$ cat src/rtl/object_spawner_if.sv
// Signal bundle between the object spawner, the VGA frame tick source and the object bank.
// The master side is the spawner; the slave side is the bank/timing environment.
interface object_spawner_if #(
  parameter int unsigned IDX_W = 4
);
  logic             frame_tick;
  logic             enable;
  logic             clear;
  logic [IDX_W-1:0] rd_idx;
  logic [34:0]      rd_data;
  logic             wr_en;
  logic [IDX_W-1:0] wr_idx;
  logic [34:0]      wr_data;
  logic             busy;
  logic             spawned;
  logic             dropped;
  logic [IDX_W-1:0] active_count;

  modport master (
    input  frame_tick, enable, clear, rd_data,
    output rd_idx, wr_en, wr_idx, wr_data, busy, spawned, dropped, active_count
  );

  modport slave (
    output frame_tick, enable, clear, rd_data,
    input  rd_idx, wr_en, wr_idx, wr_data, busy, spawned, dropped, active_count
  );
endinterface

$ cat src/rtl/object_spawner.sv
// Per-frame object bank scheduler: scans slots 1..N-1, retires off-screen objects and
// periodically spawns a new falling object into the lowest free slot.
module object_spawner #(
  parameter int unsigned OBJECT_BANK_SIZE = 16,
  parameter int unsigned IDX_W            = 4,
  parameter int unsigned SCREEN_W         = 800,
  parameter int unsigned SCREEN_H         = 600,
  parameter int unsigned OBJ_SIZE         = 32,
  parameter int unsigned SPAWN_PERIOD     = 60,
  parameter logic [15:0] LFSR_SEED        = 16'hACE1
) (
  input logic              clk,
  input logic              rst,
  object_spawner_if.master bus
);
  localparam int unsigned     FcW       = (SPAWN_PERIOD > 1) ? $clog2(SPAWN_PERIOD) : 1;
  localparam logic [IDX_W-1:0] LastSlot = IDX_W'(OBJECT_BANK_SIZE - 1);
  localparam logic [IDX_W-1:0] FirstSlot = IDX_W'(1);
  localparam logic [9:0]      HRange    = 10'(SCREEN_W - OBJ_SIZE);
  localparam logic [9:0]      ScreenH   = 10'(SCREEN_H);
  localparam logic [5:0]      ObjSz     = 6'(OBJ_SIZE);
  localparam logic [FcW-1:0]  FrameLast = FcW'(SPAWN_PERIOD - 1);

  typedef enum logic [1:0] {StIdle, StScan, StSpawn, StClear} state_e;

  state_e           r_state, w_state_next;
  logic [IDX_W-1:0] r_slot, w_slot_next;
  logic [IDX_W-1:0] r_free_idx, w_free_idx_next;
  logic             r_free_found, w_free_found_next;
  logic [IDX_W-1:0] r_survivors, w_survivors_next;
  logic [IDX_W-1:0] r_active, w_active_next;
  logic             r_pending, w_pending_next;
  logic [FcW-1:0]   r_frame_cnt, w_frame_cnt_next;
  logic [15:0]      r_lfsr, w_lfsr_next;

  logic             w_exists, w_retire, w_free, w_do_spawn;
  logic [9:0]       w_h;
  logic [1:0]       w_bmp;

  assign bus.busy         = (r_state != StIdle);
  assign bus.active_count = r_active;

  always_comb begin
    w_state_next      = r_state;
    w_slot_next       = r_slot;
    w_free_idx_next   = r_free_idx;
    w_free_found_next = r_free_found;
    w_survivors_next  = r_survivors;
    w_active_next     = r_active;
    w_pending_next    = r_pending;
    w_frame_cnt_next  = r_frame_cnt;
    w_lfsr_next       = r_lfsr;
    w_do_spawn        = 1'b0;
    bus.rd_idx        = '0;
    bus.wr_en         = 1'b0;
    bus.wr_idx        = '0;
    bus.wr_data       = '0;
    bus.spawned       = 1'b0;
    bus.dropped       = 1'b0;

    w_exists = bus.rd_data[20];
    w_retire = w_exists && (bus.rd_data[19:10] >= ScreenH);
    w_free   = !w_exists || w_retire;
    // Fold out-of-range positions back once; bitmap 2'b11 is reserved for the player.
    w_h      = (r_lfsr[9:0] < HRange) ? r_lfsr[9:0] : (r_lfsr[9:0] - HRange);
    w_bmp    = (r_lfsr[11:10] == 2'b11) ? 2'b00 : r_lfsr[11:10];

    unique case (r_state)
      StIdle: begin
        if (bus.clear) begin
          w_state_next = StClear;
          w_slot_next  = FirstSlot;
        end else if (bus.frame_tick && bus.enable) begin
          w_state_next      = StScan;
          w_slot_next       = FirstSlot;
          w_free_found_next = 1'b0;
          w_free_idx_next   = '0;
          w_survivors_next  = '0;
          w_lfsr_next = {r_lfsr[14:0], r_lfsr[15] ^ r_lfsr[13] ^ r_lfsr[12] ^ r_lfsr[10]};
          if (r_frame_cnt == FrameLast) begin
            w_frame_cnt_next = '0;
            w_pending_next   = 1'b1;
          end else begin
            w_frame_cnt_next = r_frame_cnt + FcW'(1);
          end
        end
      end
      StScan: begin
        bus.rd_idx = r_slot;
        if (w_retire) begin
          bus.wr_en       = 1'b1;
          bus.wr_idx      = r_slot;
          bus.wr_data     = bus.rd_data;
          bus.wr_data[20] = 1'b0;
        end
        if (w_free) begin
          if (!r_free_found) begin
            w_free_found_next = 1'b1;
            w_free_idx_next   = r_slot;
          end
        end else begin
          w_survivors_next = r_survivors + IDX_W'(1);
        end
        if (r_slot == LastSlot) w_state_next = StSpawn;
        else                    w_slot_next  = r_slot + IDX_W'(1);
      end
      StSpawn: begin
        if (r_pending) begin
          if (r_free_found) begin
            w_do_spawn  = 1'b1;
            bus.wr_en   = 1'b1;
            bus.wr_idx  = r_free_idx;
            bus.wr_data = {ObjSz, ObjSz, w_bmp, 1'b1, 10'd0, w_h};
            bus.spawned = 1'b1;
          end else begin
            bus.dropped = 1'b1;
          end
        end
        w_pending_next = 1'b0;
        w_active_next  = r_survivors + IDX_W'(w_do_spawn);
        w_state_next   = StIdle;
      end
      StClear: begin
        bus.rd_idx      = r_slot;
        bus.wr_en       = 1'b1;
        bus.wr_idx      = r_slot;
        bus.wr_data     = bus.rd_data;
        bus.wr_data[20] = 1'b0;
        if (r_slot == LastSlot) begin
          w_active_next    = '0;
          w_pending_next   = 1'b0;
          w_frame_cnt_next = '0;
          w_state_next     = StIdle;
        end else begin
          w_slot_next = r_slot + IDX_W'(1);
        end
      end
      default: w_state_next = StIdle;
    endcase
  end

  always_ff @(posedge clk or posedge rst) begin
    if (rst) begin
      r_state      <= StIdle;
      r_slot       <= '0;
      r_free_idx   <= '0;
      r_free_found <= 1'b0;
      r_survivors  <= '0;
      r_active     <= '0;
      r_pending    <= 1'b0;
      r_frame_cnt  <= '0;
      r_lfsr       <= LFSR_SEED;
    end else begin
      r_state      <= w_state_next;
      r_slot       <= w_slot_next;
      r_free_idx   <= w_free_idx_next;
      r_free_found <= w_free_found_next;
      r_survivors  <= w_survivors_next;
      r_active     <= w_active_next;
      r_pending    <= w_pending_next;
      r_frame_cnt  <= w_frame_cnt_next;
      r_lfsr       <= w_lfsr_next;
    end
  end
endmodule

$ cat src/flat_wrapper.sv
// flat-port wrapper written by rule: the top's interface ports become plain ports
module object_spawner_flat 
#(
  parameter int unsigned OBJECT_BANK_SIZE = 16,
  parameter int unsigned IDX_W            = 4,
  parameter int unsigned SCREEN_W         = 800,
  parameter int unsigned SCREEN_H         = 600,
  parameter int unsigned OBJ_SIZE         = 32,
  parameter int unsigned SPAWN_PERIOD     = 60,
  parameter logic [15:0] LFSR_SEED        = 16'hACE1
)
  (clk, rst, bus_frame_tick, bus_enable, bus_clear, bus_rd_data, bus_rd_idx, bus_wr_en, bus_wr_idx, bus_wr_data, bus_busy, bus_spawned, bus_dropped, bus_active_count);
  object_spawner_if #(.IDX_W(IDX_W)) bus_i ();
  input logic clk;
  input logic rst;
  input wire logic [$bits(bus_i.frame_tick)-1:0] bus_frame_tick;
  input wire logic [$bits(bus_i.enable)-1:0] bus_enable;
  input wire logic [$bits(bus_i.clear)-1:0] bus_clear;
  input wire logic [$bits(bus_i.rd_data)-1:0] bus_rd_data;
  output wire logic [$bits(bus_i.rd_idx)-1:0] bus_rd_idx;
  output wire logic [$bits(bus_i.wr_en)-1:0] bus_wr_en;
  output wire logic [$bits(bus_i.wr_idx)-1:0] bus_wr_idx;
  output wire logic [$bits(bus_i.wr_data)-1:0] bus_wr_data;
  output wire logic [$bits(bus_i.busy)-1:0] bus_busy;
  output wire logic [$bits(bus_i.spawned)-1:0] bus_spawned;
  output wire logic [$bits(bus_i.dropped)-1:0] bus_dropped;
  output wire logic [$bits(bus_i.active_count)-1:0] bus_active_count;
  assign bus_i.frame_tick = bus_frame_tick;
  assign bus_i.enable = bus_enable;
  assign bus_i.clear = bus_clear;
  assign bus_i.rd_data = bus_rd_data;
  assign bus_rd_idx = bus_i.rd_idx;
  assign bus_wr_en = bus_i.wr_en;
  assign bus_wr_idx = bus_i.wr_idx;
  assign bus_wr_data = bus_i.wr_data;
  assign bus_busy = bus_i.busy;
  assign bus_spawned = bus_i.spawned;
  assign bus_dropped = bus_i.dropped;
  assign bus_active_count = bus_i.active_count;
  object_spawner #(.OBJECT_BANK_SIZE(OBJECT_BANK_SIZE), .IDX_W(IDX_W), .SCREEN_W(SCREEN_W), .SCREEN_H(SCREEN_H), .OBJ_SIZE(OBJ_SIZE), .SPAWN_PERIOD(SPAWN_PERIOD), .LFSR_SEED(LFSR_SEED)) u_core (.clk(clk), .rst(rst), .bus(bus_i));
endmodule
$ cat config.mk
export PLATFORM = sky130hd
export DESIGN_NAME = object_spawner_flat
export DESIGN_NICKNAME = d
export VERILOG_FILES = /design/src/rtl/object_spawner_if.sv /design/src/rtl/object_spawner.sv /design/src/flat_wrapper.sv
export SDC_FILE = /design/constraint.sdc
export NUM_CORES = 1
export LEC_CHECK = 0
export CORE_MARGIN = 5
export CORE_UTILIZATION = 30
export CTS_CLUSTER_DIAMETER = 120
export DETAILED_ROUTE_END_ITERATION = 12
export GPL_TIMING_DRIVEN = 0
export PLACE_DENSITY = 0.62
export SLEW_MARGIN = 10
export SYNTH_ARGS = -nofsm -noshare
export SYNTH_HDL_FRONTEND = slang
export SYNTH_SLANG_ARGS = --single-unit
export TNS_END_PERCENT = 20
$ cat constraint.sdc
create_clock -name clk -period 1.4 [get_ports clk]
set_clock_uncertainty 0.05 [all_clocks]
set_input_delay 0.21 -clock clk [delete_from_list [all_inputs] [get_ports clk]]
set_output_delay 0.21 -clock clk [all_outputs]
set_load 0.1 [all_outputs]
==> results of run 1 <==
## state kept, by name (all words and copies together) (netlist names)
signal and cells:
u_core.r_state 2, u_core.r_slot 4, u_core.r_survivors 4, u_core.r_free_found 1
u_core.r_free_idx 4, u_core.r_pending 1, u_core.r_lfsr 16, u_core.bus.active_count 4
u_core.r_frame_cnt 6
## stage by stage
step | utilization, % | setup slack (ns) | cells
6_report | 59.9 | -0.644 | 485
2_1_floorplan | - | -0.299 | 266
4_1_cts | 58.8 | -0.694 | 482
3_3_place_gp | 48.7 | -1.84 | 458
5_1_grt | 59.9 | -0.709 | 485
3_5_place_dp | 49.0 | -1.84 | 459
## layer usage
metal	part of all wire, %	global-route usage, %
met1	43	20.4
met2	53	27.1
met3	4.2	2.50
met4	0.52	4.04
met5	0	0
## layout by cell type, fill, tap and decap left out, types with 4 or more instances in the layout
cell / n
clkbuf_8: 7
a22o_4: 12
buf_8: 11
nor2_1: 6
nand3_1: 4
dfrtp_1: 30
buf_6: 6
nand2_1: 50
a32o_4: 4
buf_4: 16
xnor2_1: 5
o21ai_1: 9
buf_2: 5
clkdlybuf4s50_1: 31
dlygate4sd2_1: 8
dfrtp_2: 4
a31oi_1: 4
a22o_1: 4
inv_1: 8
buf_12: 43
o21ai_0: 10
and3_4: 23
dfstp_2: 8
and2_4: 7
## worst max-delay path: cells and delay by family (launching register included)
family / cells / cell delay (ns)
compound gates: 2 / 0.31
buf+inv: 4 / 0.61
flops: 1 / 0.38
simple gates: 1 / 0.18
## final cells by class
cell class              instances  area share [%]
well taps                     102            2.73
multi-input cells             197            34.8
inverters                      12            1.28
flip-flops and latches         42            22.8
plain buffers                  14            3.90
clock inverters                 3           0.856
clock buffers                   5            1.47
repair buffers                110            32.1
## how the worst min path moves through the flow
| stage | cells after the start | start | endpoint | slack, ns |
|---|---|---|---|---|
| after floorplan | 2 | bus_clear | u_core.r_state[1] | 0.38 |
| after global placement | 2 | u_core.r_lfsr[14] | u_core.r_lfsr[15] | 0.40 |
| after detailed placement | 2 | u_core.r_lfsr[14] | u_core.r_lfsr[14] | 0.41 |
| after CTS | 2 | rst | u_core.r_survivors[3] | 0.13 |
| after global routing | 2 | rst | u_core.r_survivors[1] | 0.15 |
| final | 2 | rst | u_core.bus.active_count[3] | 0.13 |
## logic make-up (layout without fill, tap and decap cells)
logic type | after synthesis | count (layout) | synth area share [%]
xor gates and xnor gates | 6 | 6 | 2.15
DFF | 42 | 42 | 43.5
AOI/OAI and AO/OA | 66 | 66 | 21.0
buffers and inverters | 27 | 144 | 5.49
muxes | 4 | 4 | 1.69
adders and majority gates | 5 | 5 | 2.56
and+or+nand+nor | 116 | 116 | 23.6
## what timing repair did
item                                    4_1_cts  5_1_grt
setup buffers                                15        3
gates resized for setup                     471       28
pin swaps                                     9       13
gates cloned                                  1        0
endpoints found under the setup margin       88       84
hold endpoints to repair                      0        0
==> metrics, run 1 <==
latest clock arrival within the worst-skew pair 0.29 ns; vias in the first global route roughly 2500; initial antenna violation count 0; setup TNS -24.28 ns; Net Count, Synth 311; clock-pin slew on the worst setup and hold paths about 0.080 ns; CTS sink cnt 42; CP Cell Sequence buf_6, clkinv_8, o211ai_4, and2_4, bufbuf_16, a22o_4, buf_12; Root Driver clkbuf_8; Max-Cap Viols 0; launching point of the worst reg2reg path u_core.r_state[1]; num rows 32; Max-slew headroom 67.8%; initial DRC count 96; hpwl dp approximately 5600 um; Netlist cell types roughly 50; Tmin final 2.04 ns; Final WS setup -0.644 ns; Initial Util a little under a third; leading area contributor after synthesis dfrtp_1; Die X 100 um; Max Fclk 489 MHz; cell count after synthesis ~270; CTS tree done; final net count around 430; Antenna Cells 0; design area 0.00468 mm2; Worst Path Required ~1.1 ns; Die H 100 um; reg-to-reg endpoint u_core.r_frame_cnt[4]; EDFF count, synth 0; crit path capture type output port; Post-CTS Hold Buffers 0; H-tree depth 2; io pins about 90; critical path endpoint bus_wr_data[6]; core region area between 0.007 and 0.008 mm2; placed instance area 0.00382 mm2; max incr delay on CP about 0.38 ns; first-pass GRT wire length 12700 um; worst path arrival time roughly 1.8 ns; Filler Cells Inserted between 600 and 700; Worst Path Max Fanout 5; PortBufs 90; status finished, violations left; failing checks negative setup slack; layout cells sized above 1 a little under half; Final Hold Viols 0; register area 0.00107 mm2; most frequent cell after synthesis nand2_1; ys flop type dfrtp_1; setup slack, reg-to-reg -0.23 ns; crit share post-route 146%; final slew viol count 0; Antenna Nets Post-Route 0; Pre-antenna DRT Iters 4; unrepaired setup endpoints after global routing yes; die area ~0.01 mm2; routed len/inst 15.9 um; worst r2r path cells 8; FFs w/ async S/R, synth 100%; worst hold path class input pin to asynchronous set/reset pin; Longest Clk Path Bufs 2; final setup vio count 73; Area contributors post-synth dfrtp_1, dfstp_2, nand2_1; Vias/cell 5.02; Post-synth top cells nand2_1, dfrtp_1, and3_1; largest net degree at the start of global routing 31; sequential area share after synthesis 43.5%; crit path kind flip-flop to output port; Inserted Clock Buffers 5; Synth Area per Inst 9.17 um2; Overflow after GRT 0; Syn-to-layout area delta 91.7%; Syn. warnings 0; Worst Hold Slack 0.131 ns; Post-Syn Area roughly 0.0024 mm2; top cell type's share of synthesized area 34.9%; crit path launch u_core.r_state[1]; Via Count about 2400; Routed WL 7690 um; DRC violation count after routing 0; CP startpoint kind flip-flop; multi-input logic area 0.00163 mm2; GPL Wtd Cong 0.815; flops & latches, synth 42; GRT Total Usage ~16%; CP max stage cell dfrtp_1; Worst-Margin Slew about 0.49 ns
Power of run 1 is left out: the tool's default activity adds up to more than one toggle a clock period on the data nets, which glitch-free logic cannot reach.
==> run 2: changes to the inputs <==
--- a/config.mk
+++ b/config.mk
@@ -10,7 +10,8 @@
 export CTS_CLUSTER_DIAMETER = 120
 export DETAILED_ROUTE_END_ITERATION = 12
 export GPL_TIMING_DRIVEN = 0
-export PLACE_DENSITY = 0.62
+export PLACE_DENSITY = 0.57
+export RECOVER_POWER = 50
 export SLEW_MARGIN = 10
 export SYNTH_ARGS = -nofsm -noshare
 export SYNTH_HDL_FRONTEND = slang
==> run 2 against run 1 <==
- the run still ends with negative setup slack left
- sequential share of layout area fell by 0.31 points
- critical path type unchanged
- via count hardly changed
- sequential cell count is the same
- first-iteration DRC count down 30%
- utilization rose by 0.83 points
- register-to-register slack gained 0.03 ns
- highest routed layer unchanged
- global-route usage down 0.074 points
==> metrics, run 2 (synthesis gave the netlist of run 1 again) <==
Final WS setup -0.662 ns; multi-input logic area 0.00159 mm2; leakage ~2.1 nW; routed len/inst 15.9 um; crit path capture type output port; worst hold path class input pin to asynchronous set/reset pin; Power Density 2770 mW/mm2; Top reg by flops u_core.r_lfsr; clock-pin slew on the worst setup and hold paths 0.09 ns; io pins slightly above 90; DP Worst Slack -1.86 ns; PortBufs 90; design area around 0.0047 mm2; Routed WL 7730 um; final net count approximately 430; Worst-Margin Slew 0.555 ns; Filler Cells Inserted 649; vias in the first global route 2390; Overflow after GRT 0; Max-Cap Viols 0; Initial Util 31.3%; Antenna Nets Post-Route 0; status finished, violations left; final slew viol count 0; Worst Path Max Fanout 5; core region area 0.00781 mm2; crit path kind flip-flop to output port; largest net degree at the start of global routing 30; Longest Clk Path Bufs 2; die area 0.0100 mm2; Pre-antenna DRT Iters 4; Antenna Cells 0; worst path arrival time 1.80 ns; Final Hold Viols 0; final setup vio count 84; max reg flops 16; Syn-to-layout area delta 94.4%; register area around 0.0011 mm2; CTS tree done; GRT Total Usage 15.6%; Post-CTS Hold Buffers 0; GPL Wtd Cong approximately 0.76; Die H 100 um; commonest non-fill, non-tap cells in the layout nand2_1, buf_12, clkdlybuf4s50_1, dfrtp_1, and3_4; CP startpoint kind flip-flop; Worst Path Required 1.14 ns; CTS sink cnt 42; worst vdd ir 1.36 mV; Max Fclk 485 MHz; placed instance area about 0.0038 mm2; Max-slew headroom 63.0%; DRC violation count after routing 0; first-pass GRT wire length 12600 um; failing checks negative setup slack; Root Driver clkbuf_8; initial DRC count 67; hpwl dp 5500 um; layout cells sized above 1 44.9%; crit share post-route 147%; H-tree depth 2; commonest non-fill, non-tap cell in the layout nand2_1; unrepaired setup endpoints after global routing yes; setup TNS -30.24 ns; Via Count 2435; Inserted Clock Buffers 5; initial antenna violation count 0; Die X 100 um; biggest regs u_core.r_lfsr (16), u_core.r_frame_cnt (6); Tmin final 2.06 ns; latest clock arrival within the worst-skew pair 0.29 ns; num rows 32; Vias/cell ~5
run 2: cell types whose count changed in the layout (fill, tap and decap cells not counted), sizes merged:
cell	delta
bufinv	+1
clkbuf	+3
clkdlybuf4s50	-1
clkinv	-2
dlygate4sd3	+1
run 2: metal layers:
layer,global-route usage [%],up-vias,routed length [um]
met4,3.11,0,85
met3,2.36,6,274
met1,21.8,1184,3490
met5,0,-,0
met2,25.7,47,3890
li1,-,1198,-
run 2: worst paths after layout:
check,to,start,cells past startpoint,slack [ns]
worst max-delay path,bus_wr_idx[2],u_core.r_state[1],9,-0.66
min in group clk,u_core.r_lfsr[15],u_core.r_lfsr[15],2,0.42
worst max register to register,u_core.r_slot[1],u_core.r_state[1],7,-0.20
max in group asynchronous,u_core.r_lfsr[5],rst,3,0.13
worst min register to register,u_core.r_lfsr[15],u_core.r_lfsr[15],2,0.42
worst min-delay path,u_core.bus.active_count[3],rst,2,0.34
run 2: stage by stage:
step                      hold WS (ns)  instances  power (mW)  utilization (%)
after global placement           0.410        458        9.76             48.7
after CTS                        0.158        481        13.0             60.0
after floorplan                  0.383        266        8.15                -
final                            0.340        487        13.2             60.8
after detailed placement         0.414        459        9.80             49.0
after global routing             0.409        487        13.7             60.8
run 2: critical path, cell delays in order, from the launching register on:
cell	delay, ns
dfrtp_1	0.38
buf_6	0.14
clkinv_8	0.04
o211ai_4	0.07
buf_4	0.15
buf_6	0.11
buf_6	0.11
buf_6	0.10
a22o_4	0.25
buf_12	0.16
run 2: power breakdown:
group	leakage, nW	switching, mW	internal [mW]	total (mW)
sequential	0.511	0.437	1.70	2.13
clock	0.0714	0.425	0.761	1.19
combinational	1.55	5.79	4.04	9.83
run 2: layout make-up:
cell class	count	area share (%)
tap	102	2.69
inverter	12	1.27
clock buffer	6	1.74
sequential	42	22.5
timing repair buffer	112	32.7
multi-input combinational	197	33.4
buffer	14	4.48
clock inverter	2	1.27
run 2: timing repair:
item | 4_1_cts | 5_1_grt
gates cloned | 1 | 0
buffers inserted | 14 | 6
setup endpoints to repair | 88 | 83
gates resized for setup | 484 | 12
pin swaps | 12 | 10
No activity file was read; power rests on OpenSTA's default activity.
==> run 3: changes to the inputs <==
--- a/config.mk
+++ b/config.mk
@@ -12,6 +12,7 @@
 export GPL_TIMING_DRIVEN = 0
 export PLACE_DENSITY = 0.57
 export RECOVER_POWER = 50
+export SKIP_LAST_GASP = 1
 export SLEW_MARGIN = 10
 export SYNTH_ARGS = -nofsm -noshare
 export SYNTH_HDL_FRONTEND = slang
==> run 3 against run 2 <==
- the run still ends with negative setup slack left
- non-clock buffer count fell by 4
- hold slack improved by 0.0011 ns
- setup slack improved by 0.0049 ns
- die area did not move
- maximum frequency rose by 0.24%
- critical path depth fell by 2
- utilization fell by 5.1 points
- via count fell by 1.7%
- sequential share of layout area rose by 2.0 points
- count of clock-buffer cells in the layout did not move
- sequential cell count did not move
==> metrics, run 3 (synthesis gave the netlist of run 1 again) <==
CP Cell Sequence buf_6, clkinv_8, o211ai_4, and2_4, bufbuf_16, a32o_4, buf_12; largest net degree at the start of global routing 30; final slew viol count 0; Final WS setup -0.657 ns; PortBufs 90; clock-pin slew on the worst setup and hold paths 0.09 ns; vias in the first global route 2346; io pins 91; die area 0.0100 mm2; CTS tree done; num rows 32; Vias/cell 4.95; initial antenna violation count 0; failing checks negative setup slack; Post-CTS Hold Buffers 0; worst path arrival time 1.80 ns; GPL Wtd Cong 0.760; Die H 100 um; Syn-to-layout area delta 78.2%; Via Count 2393; Max-slew headroom 35.6%; Overflow after GRT 0; kind of cell adding the most delay to the critical path buffers and inverters; core region area around 0.0078 mm2; total placed cells including tap cells ~460; Worst Path Required 1.14 ns; Longest Clk Path Bufs 2; Worst-Margin Slew 0.963 ns; setup TNS -35.46 ns; latest clock arrival within the worst-skew pair 0.29 ns; Antenna Cells 0; Antenna Nets Post-Route 0; crit path capture type output port; Root Driver clkbuf_8; final net count 425; Tmin final 2.06 ns; unrepaired setup endpoints after global routing yes; DRC violation count after routing 0; commonest non-fill, non-tap cells in the layout nand2_1, buf_4, dfrtp_1, clkdlybuf4s50_1, buf_12; hpwl dp 5500 um; fin util 55.7%; DP Worst Slack -1.86 ns; final setup vio count 84; crit share post-route 147%; CP startpoint kind flip-flop; max reg flops 16; Final Hold Viols 0; commonest non-fill, non-tap cell in the layout nand2_1; Max Fclk approximately 500 MHz; status finished, violations left; worst hold path class input pin to asynchronous set/reset pin; max incr delay on CP ~0.38 ns; Initial Util 31.3%; GRT Total Usage around 15%; Inserted Clock Buffers 5; biggest regs u_core.r_lfsr (16), u_core.r_frame_cnt (6); first-pass GRT wire length ~12000 um; CP max stage cell dfrtp_1; Worst Path Max Fanout 5; Pre-antenna DRT Iters 4; fin cells 483; H-tree depth 2; Buf/Inv on CP 4; crit path kind flip-flop to output port; Routed WL approximately 7500 um; layout cells sized above 1 40.9%; initial DRC count 92; Max-Cap Viols 0; Top reg by flops u_core.r_lfsr; routed len/inst 15.5 um; Die X 100 um; CTS sink cnt 42
==> run 3: cell count changes in the layout (fill, tap and decap cells not counted), sizes merged <==
cell / delta
dlygate4sd2: -1
clkdlybuf4s15: +4
buf: -7
clkbuf: -1
clkdlybuf4s50: +1
==> run 3: worst paths after layout <==
| check | to | start | slack (ns) | cells after the start |
|---|---|---|---|---|
| setup / recovery | bus_wr_data[9] | u_core.r_state[1] | -0.66 | 7 |
| hold / removal | u_core.r_survivors[1] | rst | 0.34 | 2 |
| setup reg to reg | u_core.r_state[1] | u_core.r_slot[0] | -0.33 | 4 |
| hold reg to reg | u_core.r_lfsr[15] | u_core.r_lfsr[15] | 0.42 | 2 |
| max in group asynchronous | u_core.r_lfsr[10] | rst | 0.13 | 3 |
| min in group clk | u_core.r_lfsr[15] | u_core.r_lfsr[15] | 0.42 | 2 |
==> run 3: cell type report <==
class | count | area, um2
plain buffers | 14 | 178
clock buffers | 6 | 82.6
clock inverters | 2 | 60.1
fillers | 711 | 3460
inverters | 12 | 57.6
multi-input cells | 197 | 1540
flip-flops and latches | 42 | 1060
well taps | 102 | 128
repair buffers | 108 | 1230
==> run 3: routing by layer <==
metal,vias up,GRT usage [%],routed length [um],part of all wire (%)
met2,42,24.3,3730,50
met5,-,0,0,0
li1,1186,-,-,-
met1,1161,21.0,3420,46
met4,0,2.80,48,0.64
met3,4,2.36,291,3.9
==> run 3: repair_timing <==
action | CTS | global route
setup buffers | 14 | 2
resized for setup | 345 | 36
gates cloned | 1 | 0
setup endpoints to repair | 88 | 87
pin swaps | 6 | 1
==> run 3: worst register-to-register path: stages (launching register included) <==
cell and delay, ns:
dfrtp_1 0.48, ha_1 0.28, and3_1 0.25, o21ai_1 0.38, a21boi_0 0.22
==> run 3: per-stage QoR <==
step | instance area (um2) | hold slack [ns]
after global placement | 3800 | 0.410
final | 4350 | 0.342
after global routing | 4350 | 0.409
after detailed placement | 3820 | 0.414
after floorplan | 2780 | 0.383
after CTS | 4300 | 0.158
Power of run 3 is left out for the same reason.
